[src/rtl/clk_step_ctrl.sv]
// Clock-step controller: halts, single-steps and resumes the CPU clock divider from NIOS commands.
// Optional CLK_STEP_BREAK_EN adds a break_hit input that forces a halt while running.
module clk_step_ctrl #(
    parameter int PULSE_HIGH = 2,
    parameter int PULSE_LOW  = 2,
    parameter int GUARD      = 4,
    parameter int CNT_W      = 16
) (
    input  logic             clk_in,
    input  logic             reset,
`ifdef CLK_STEP_BREAK_EN
    input  logic             break_hit,
`endif
    input  logic             cmd_valid,
    input  logic [1:0]       cmd_code,
    input  logic [CNT_W-1:0] step_count,
    output logic             cmd_ready,
    output logic             cmd_err,
    output logic             clk_source_sel,
    output logic             clk_step_out,
    output logic             busy,
    output logic [CNT_W-1:0] steps_done
);
    localparam logic [1:0] CMD_RUN  = 2'd1;
    localparam logic [1:0] CMD_HALT = 2'd2;
    localparam logic [1:0] CMD_STEP = 2'd3;

    localparam int TMAX = (GUARD > PULSE_HIGH) ? ((GUARD > PULSE_LOW) ? GUARD : PULSE_LOW)
                                               : ((PULSE_HIGH > PULSE_LOW) ? PULSE_HIGH : PULSE_LOW);
    localparam int TW = $clog2(TMAX) + 1;
    localparam logic [TW-1:0] G_LD  = TW'(GUARD - 1);
    localparam logic [TW-1:0] PH_LD = TW'(PULSE_HIGH - 1);
    localparam logic [TW-1:0] PL_LD = TW'(PULSE_LOW - 1);

    typedef enum logic [2:0] {
        S_RUN, S_GUARD_IN, S_HALTED, S_STEP_HI, S_STEP_LO, S_GUARD_OUT
    } state_t;

    state_t           state_q, state_d;
    logic [TW-1:0]    tmr_q, tmr_d;
    logic [CNT_W-1:0] rem_q, rem_d;
    logic [CNT_W-1:0] done_q, done_d;
    logic             err_d;
    logic             sel_q, step_q, rdy_q, busy_q, err_q;
    logic             brk, accept, rdy_d;

`ifdef CLK_STEP_BREAK_EN
    assign brk = break_hit && (state_q == S_RUN);
`else
    assign brk = 1'b0;
`endif

    // A break in RUN masks ready in the same cycle so a concurrent command cannot slip in.
    assign cmd_ready = rdy_q && !brk;
    assign accept    = cmd_valid && cmd_ready;

    always_comb begin
        state_d = state_q;
        tmr_d   = tmr_q;
        rem_d   = rem_q;
        done_d  = done_q;
        err_d   = 1'b0;
        case (state_q)
            S_RUN: begin
                if (brk || (accept && cmd_code == CMD_HALT)) begin
                    state_d = S_GUARD_IN;
                    tmr_d   = G_LD;
                end else if (accept && cmd_code == CMD_STEP) begin
                    err_d = 1'b1;
                end
            end
            S_GUARD_IN: begin
                if (tmr_q == '0) state_d = S_HALTED;
                else             tmr_d   = tmr_q - 1'b1;
            end
            S_HALTED: begin
                if (accept && cmd_code == CMD_STEP && step_count != '0) begin
                    state_d = S_STEP_HI;
                    rem_d   = step_count;
                    tmr_d   = PH_LD;
                end else if (accept && cmd_code == CMD_RUN) begin
                    state_d = S_GUARD_OUT;
                    tmr_d   = G_LD;
                end
            end
            S_STEP_HI: begin
                if (tmr_q == '0) begin
                    state_d = S_STEP_LO;
                    tmr_d   = PL_LD;
                end else begin
                    tmr_d = tmr_q - 1'b1;
                end
            end
            S_STEP_LO: begin
                if (tmr_q == '0) begin
                    done_d = done_q + 1'b1;
                    rem_d  = rem_q - 1'b1;
                    if (rem_q == CNT_W'(1)) begin
                        state_d = S_HALTED;
                    end else begin
                        state_d = S_STEP_HI;
                        tmr_d   = PH_LD;
                    end
                end else begin
                    tmr_d = tmr_q - 1'b1;
                end
            end
            S_GUARD_OUT: begin
                if (tmr_q == '0) state_d = S_RUN;
                else             tmr_d   = tmr_q - 1'b1;
            end
            default: state_d = S_RUN;
        endcase
    end

    assign rdy_d = (state_d == S_RUN) || (state_d == S_HALTED);

    // Outputs are registered from the next state so they line up with the state register.
    always_ff @(posedge clk_in or posedge reset) begin
        if (reset) begin
            state_q <= S_RUN;
            tmr_q   <= '0;
            rem_q   <= '0;
            done_q  <= '0;
            sel_q   <= 1'b0;
            step_q  <= 1'b0;
            rdy_q   <= 1'b1;
            busy_q  <= 1'b0;
            err_q   <= 1'b0;
        end else begin
            state_q <= state_d;
            tmr_q   <= tmr_d;
            rem_q   <= rem_d;
            done_q  <= done_d;
            sel_q   <= (state_d != S_RUN);
            step_q  <= (state_d == S_STEP_HI);
            rdy_q   <= rdy_d;
            busy_q  <= !rdy_d;
            err_q   <= err_d;
        end
    end

    assign cmd_err        = err_q;
    assign clk_source_sel = sel_q;
    assign clk_step_out   = step_q;
    assign busy           = busy_q;
    assign steps_done     = done_q;
endmodule

[config.mk]
export PLATFORM = sky130hd
export DESIGN_NAME = clk_step_ctrl
export DESIGN_NICKNAME = d
export VERILOG_FILES = /design/src/rtl/clk_step_ctrl.sv
export SDC_FILE = /design/constraint.sdc
export NUM_CORES = 1
export LEC_CHECK = 0
export CAP_MARGIN = 0
export CELL_PAD_IN_SITES_DETAIL_PLACEMENT = 0
export CELL_PAD_IN_SITES_GLOBAL_PLACEMENT = 1
export CORE_MARGIN = 2
export CORE_UTILIZATION = 36
export CTS_BUF_LIST = sky130_fd_sc_hd__clkbuf_16
export DETAILED_ROUTE_END_ITERATION = 7
export GPL_TIMING_DRIVEN = 1
export HOLD_SLACK_MARGIN = 0.08
export PLACE_DENSITY = 0.77
export SYNTH_ARGS = -nofsm -noshare
export SYNTH_HDL_FRONTEND = slang
export SYNTH_SLANG_ARGS = --single-unit
[constraint.sdc]
create_clock -name clk_in -period 1.9 [get_ports clk_in]
set_input_delay 0.57 -clock clk_in [delete_from_list [all_inputs] [get_ports clk_in]]
set_output_delay 0.57 -clock clk_in [all_outputs]
set_load 0.05 [all_outputs]
== Yosys cells after proc, flatten, opt, wreduce, memory -nomap -nowiden ==
Cells that the tools add are included.

* $add $sub $neg: 3
* Multipliers: 0
* Divide/modulo/power cells: 0
* $lt $le $gt $ge: 0
* Equal/unequal tests: 17
* Shift operators: 0
* Mux-type cells: 23
* Bitwise gates (word level): 0
* Reduce and logical (&&, ||, !) cells: 18

{| class="wikitable"
|+ Operator list
! cell !! number
|-
| $mux 3 || 14
|-
| $mux 16 || 2
|-
| $pmux 16 s2 || 1
|-
| $pmux 3 s6 || 1
|-
| $add 16x1->16 const B || 1
|-
| $eq 16x1->1 const B || 1
|-
| $reduce_bool 16->1 || 1
|-
| $sub 16x1->16 const B || 1
|-
| $pmux 3 s5 || 1
|-
| $eq 3x2->1 const B || 4
|-
| $logic_not 3->1 || 3
|-
| $ne 2x2->1 const B || 4
|-
| $eq 3x3->1 const B || 2
|-
| $ne 3x3->1 const B || 2
|-
| $logic_and 1x1->1 || 5
|-
| $reduce_and 5->1 || 1
|-
| $reduce_bool 5->1 || 1
|-
| $eq 2x2->1 const B || 2
|-
| $mux 1 || 4
|-
| $eq 3x1->1 const B || 1
|-
| $reduce_and 3->1 || 1
|-
| $reduce_bool 3->1 || 1
|-
| $sub 3x1->3 const B || 1
|-
| $eq 2x1->1 const B || 1
|-
| 5 further kinds || 5
|}

* Register bits after elaboration: 43
* Bits in latches: 0
* RAM bits: 0
* ROM bits: 0
* Input port bits: 21
* Output and inout port bits: 21
* Logic and storage cells: 70
* Memories kept: 0

== Depth between registers and ports, before layout ==
* Word-level depth: 8
* Gate-level depth with buffers: 8
* Mapped depth without buffers: 7

== Worst setup path before layout ==
Ideal clock, no wire load.

* Kind: reg2reg
* Start: reg rdy_q, in the netlist cmd_ready
* End: reg tmr_q[0]
* Arrival: 1789 ps
* Setup slack: -16 ps
* Stages on the path, launching flop included: 5
* Buffers on the path: 0
* Period minus slack after synthesis: 1916 ps
* Cells stage by stage: dfstp_2 -> nand4_1 -> o21a_1 -> nor3_2 -> mux2_1

* Longest elaborated chain between the ends: 5

{| class="wikitable"
|+ Ends and longest elaborated chain
! item !! line !! source
|-
| start: declaration || 44 || <nowiki>logic sel_q, step_q, rdy_q, busy_q, err_q;</nowiki>
|-
| start signal: assignment || 137 || <nowiki>rdy_q <= rdy_d;</nowiki>
|-
| $logic_and 1x1->1 (*) || 55 || <nowiki>assign accept = cmd_valid && cmd_ready;</nowiki>
|-
| $logic_and 1x1->1 (2 in series) || 77 || <nowiki>if (accept && cmd_code == CMD_STEP && step_count != '0) begin</nowiki>
|-
| $ne 3x3->1 (no source line) or $mux 3 (tied branches) || - ||
|-
| $reduce_and 5->1 (no source line) or $pmux 3 s5 (tied branches) || - ||
|-
| end signal: assignment || 132 || <nowiki>tmr_q <= tmr_d;</nowiki>
|-
| end: declaration || 40 || <nowiki>logic [TW-1:0] tmr_q, tmr_d;</nowiki>
|}

Mark *: on every way between the ends. The rest lies on a longest branch, timed or not.
A chain may end at the register's enable or synchronous reset.

== Worst setup path after layout ==
* Start: reg state_q[0]
* End: reg rem_q[9]

* Longest elaborated chain between the ends: 3

{| class="wikitable"
|+ Ends and longest elaborated chain
! item !! line !! source
|-
| start: declaration || 39 || <nowiki>state_t state_q, state_d;</nowiki>
|-
| start signal: assignment || 131 || <nowiki>state_q <= state_d;</nowiki>
|-
| $eq 3x2->1 or $eq 3x3->1 (tied branches) || 63 || <nowiki>case (state_q)</nowiki>
|-
| $ne 2x2->1 (no source line) or $reduce_bool 2->1 (tied branches) || - ||
|-
| $reduce_and 3->1 (no source line) || - ||
|-
| end signal: assignment || 133 || <nowiki>rem_q <= rem_d;</nowiki>
|-
| end: declaration || 41 || <nowiki>logic [CNT_W-1:0] rem_q, rem_d;</nowiki>
|}

Parallel ways exist; a longest one is shown, timed or not.

==> impl_results.md <==
* Status: finished with violations
* Failing checks: design-rule violations
* Ranking of synthesized cells by area: dfrtp_1 44%, xnor2_1 4.7%, o21ai_0 4.4%
* PD cells at between 1000 and 1500 mW/mm^2
* Area delta synth->final at 48.9%
* Place WS at -0.669 ns
* Top cells by count, synth: 42 x dfrtp_1, 21 x nor2_1, 21 x o21ai_0
* Worst hold stages at 1
* Worst path cell trace: or3b_4 > o31a_1 > buf_6 > buf_4 > o21ai_0 > o21ai_0
* Register share of total power at between 20% and 30%
* Detailed placement HPWL at roughly 4.6 mm
* Yosys warns at 0
* Cell taking the most area after synthesis: dfrtp_1
* Number of clock sinks at 43
* Register area share after synthesis at between 40 and 50%
* Tot GR Track Use at between 10% and 20%
* Remaining DRCs at 4
* Post-synthesis register bit count at 43
* Worst-path clk slew at ~0.060 ns
* Global-route wire length before repair at ~11 mm
* Least-Margin Pin Slew at between 0.4 and 0.5 ns
* Clk pwr share at between 10% and 20%
* Post-synth top area share at a little over two fifths
* Vias in the first global route at roughly 2300
* Crit path max fanout at 5
* Max cap viols at 0
* CTS tree: built
* Mean post-synth cell area at 9.22 um^2
* Detail Route Antenna Nets at 0
* Antenna Cells at 0
* Fin Hold WS at approximately 0.47 ns
* Core Util, Final at a little under three fifths
* Cells after Synth at roughly 260
* Final Hold Fails at 0
* CP most frequent cell: o21ai_0
* Int Power at approximately 3.1 mW
* # hold bufs at CTS at 0
* VDD IR-drop max at between 600 and 700 uV
* Post-synth ARST share at 100%
* Max Clk Rate at ~540 MHz
* R2r worst-path depth at 6
* Die H at between 80 and 90 um
* Placed Area at 0.00325 mm^2
* Combinational Power Share at 52.4%
* Critical path arrival at 2.01 ns
* P_leak at ~1.7 nW
* Initial antenna violation count at 0
* Routed via count at roughly 2300
* Layout cell share with drive strength beyond 1 at around a third
* Area of the core at approximately 0.0064 mm^2
* Dpl cells at approximately 420
* Kind of critical path: reg -> reg
* Congestion Overflow GR at 0
* DRT Wirelength at around 6.4 mm
* Crit path capture type: flip-flop
* Io pins at 42
* Worst min path class: reg -> reg
* Unrepaired setup endpoints after global routing: true
* Synth Net Count at about 290
* Max-slew headroom at between 70% and 80%
* Design area at roughly 0.0036 mm^2
* Layout Skew at between 0.003 and 0.004 ns
* Fin crit share at 96.9%
* Routed wire per std cell at 14.7 um
* Fin. max-slew vios at 0
* TNS Setup at 0 ns
* Critical path's slowest cell: or3b_4
* # nets final at about 380
* Final setup violation count at 0
* Via density at around 5.4
* WP data required at 2.06 ns
* Die Outline Area at between 0.007 and 0.008 mm^2
* Total Power at 5.05 mW
* Clock latency on the worst-skew pair at around 0.28 ns
* Sw Ratio at around 39%
* Post-synthesis instance area at around 0.0024 mm^2
* Pre-antenna DRT Iters at 7
* I/O Buffers at between 40 and 50
* H-tree levels at 2
* Initial Utilization at between 30 and 40%
* Critical Path Max Stage Delay at 0.42 ns
* GP Congestion at approximately 0.86
* CTS Buf Count at 5
* Root Driver: clkbuf_16
* Clock buffer depth at 2
* Sw power at 1.95 mW
* Library cells used by synthesis at 53
* Largest net degree at the start of global routing at 44
* CP Launch Type: flip-flop
* Die X at around 86 um
* Post-synth EDFFs at 0
* FP Rows at 29
* Main flop type after synthesis: dfrtp_1
* Final worst setup slack at between 0.05 and 0.06 ns
* Final non-filler cell total at ~430
* Number of DRC markers in iteration 0 at about 110
* Min cycle time layout at approximately 1.8 ns
* Cell with the most instances after synthesis: dfrtp_1
[power groups by stage]
stage / registers, mW / logic, mW / clock network, mW
2_1_floorplan: 1.53 / 1.19 / 0
3_3_place_gp: 1.38 / 2.41 / 0
3_5_place_dp: 1.39 / 2.44 / 0
4_1_cts: 1.38 / 2.48 / 1.00
5_1_grt: 1.46 / 2.92 / 1.04
6_report: 1.42 / 2.64 / 0.986
[cells by family after synthesis]
| logic type | Yosys count | share of synthesized area [%] |
|---|---|---|
| AOI/OAI and AO/OA | 67 | 17.3 |
| DFF | 43 | 44.8 |
| and+or+nand+nor | 103 | 24.0 |
| muxes | 4 | 1.77 |
| buffers and inverters | 24 | 4.11 |
| xor gates and xnor gates | 15 | 5.46 |
| adders and majority gates | 5 | 2.60 |
[final timing paths]
path | slack [ns] | to | start
min | 0.47 | steps_done[15]$_DFFE_PP0P_ | steps_done[15]$_DFFE_PP0P_
max reg2reg | 0.06 | rem_q[9]$_DFFE_PP0P_ | state_q[0]$_DFF_PP0_
min in group asynchronous | 0.63 | rem_q[5]$_DFFE_PP0P_ | reset
min reg2reg | 0.47 | steps_done[15]$_DFFE_PP0P_ | steps_done[15]$_DFFE_PP0P_
max | 0.06 | rem_q[9]$_DFFE_PP0P_ | state_q[0]$_DFF_PP0_
max in group asynchronous | 1.01 | cmd_ready$_DFF_PP1_ | reset
[metal layers]
| layer | wire (um) | GRT usage [%] |
|---|---|---|
| met3 | 205 | 3.08 |
| met1 | 2870 | 23.5 |
| met2 | 3220 | 30.8 |
| met4 | 82 | 5.77 |
| met5 | 0 | 0 |
[repair_timing]
action	CTS	global route
pin swaps	7	7
gates resized for setup	31	32
setup buffers	5	3
setup endpoints to repair	24	23
[flip-flops by register name, summed over array words and instances, names as in the netlist]
register and flops:
rem_q 16, steps_done 16, state_q 3, tmr_q 3
busy 1, clk_source_sel 1, clk_step_out 1, cmd_err 1
cmd_ready 1
[worst max-delay path: cells and delay by family (launching register included)]
family,cells,cell delay [ns]
and+or+nand+nor,1,0.42
DFF,1,0.41
AOI/OAI and AO/OA,3,0.61
buffers and inverters,2,0.28
[placed cells by master (no fill, tap or decap), types with 3 or more instances in the layout]
master / n
buf_12: 4
ha_1: 5
a21oi_1: 18
inv_1: 9
nor3_1: 5
nor2_1: 20
nor4_4: 3
buf_4: 70
nand2_1: 17
dlygate4sd2_1: 14
a22oi_1: 3
nand2b_1: 4
and2_1: 3
xnor2_1: 13
clkdlybuf4s15_1: 4
nand4_1: 7
nor3b_2: 3
nand3_1: 9
o21ai_0: 15
clkbuf_16: 5
nor4_2: 4
a31oi_1: 3
o21ai_1: 6
buf_6: 6
dfrtp_1: 41
and3_1: 3
[area by class of cell]
class                           count  area, um^2
Fill cell                         604        2840
Multi-Input combinational cell    194        1350
Sequential cell                    43        1080
Timing Repair Buffer              100         851
Clock buffer                        5         125
Tap cell                           77        96.3
Inverter                           12        45.0
Clock inverter                      3        43.8
No activity file was read; power rests on OpenSTA's default activity.
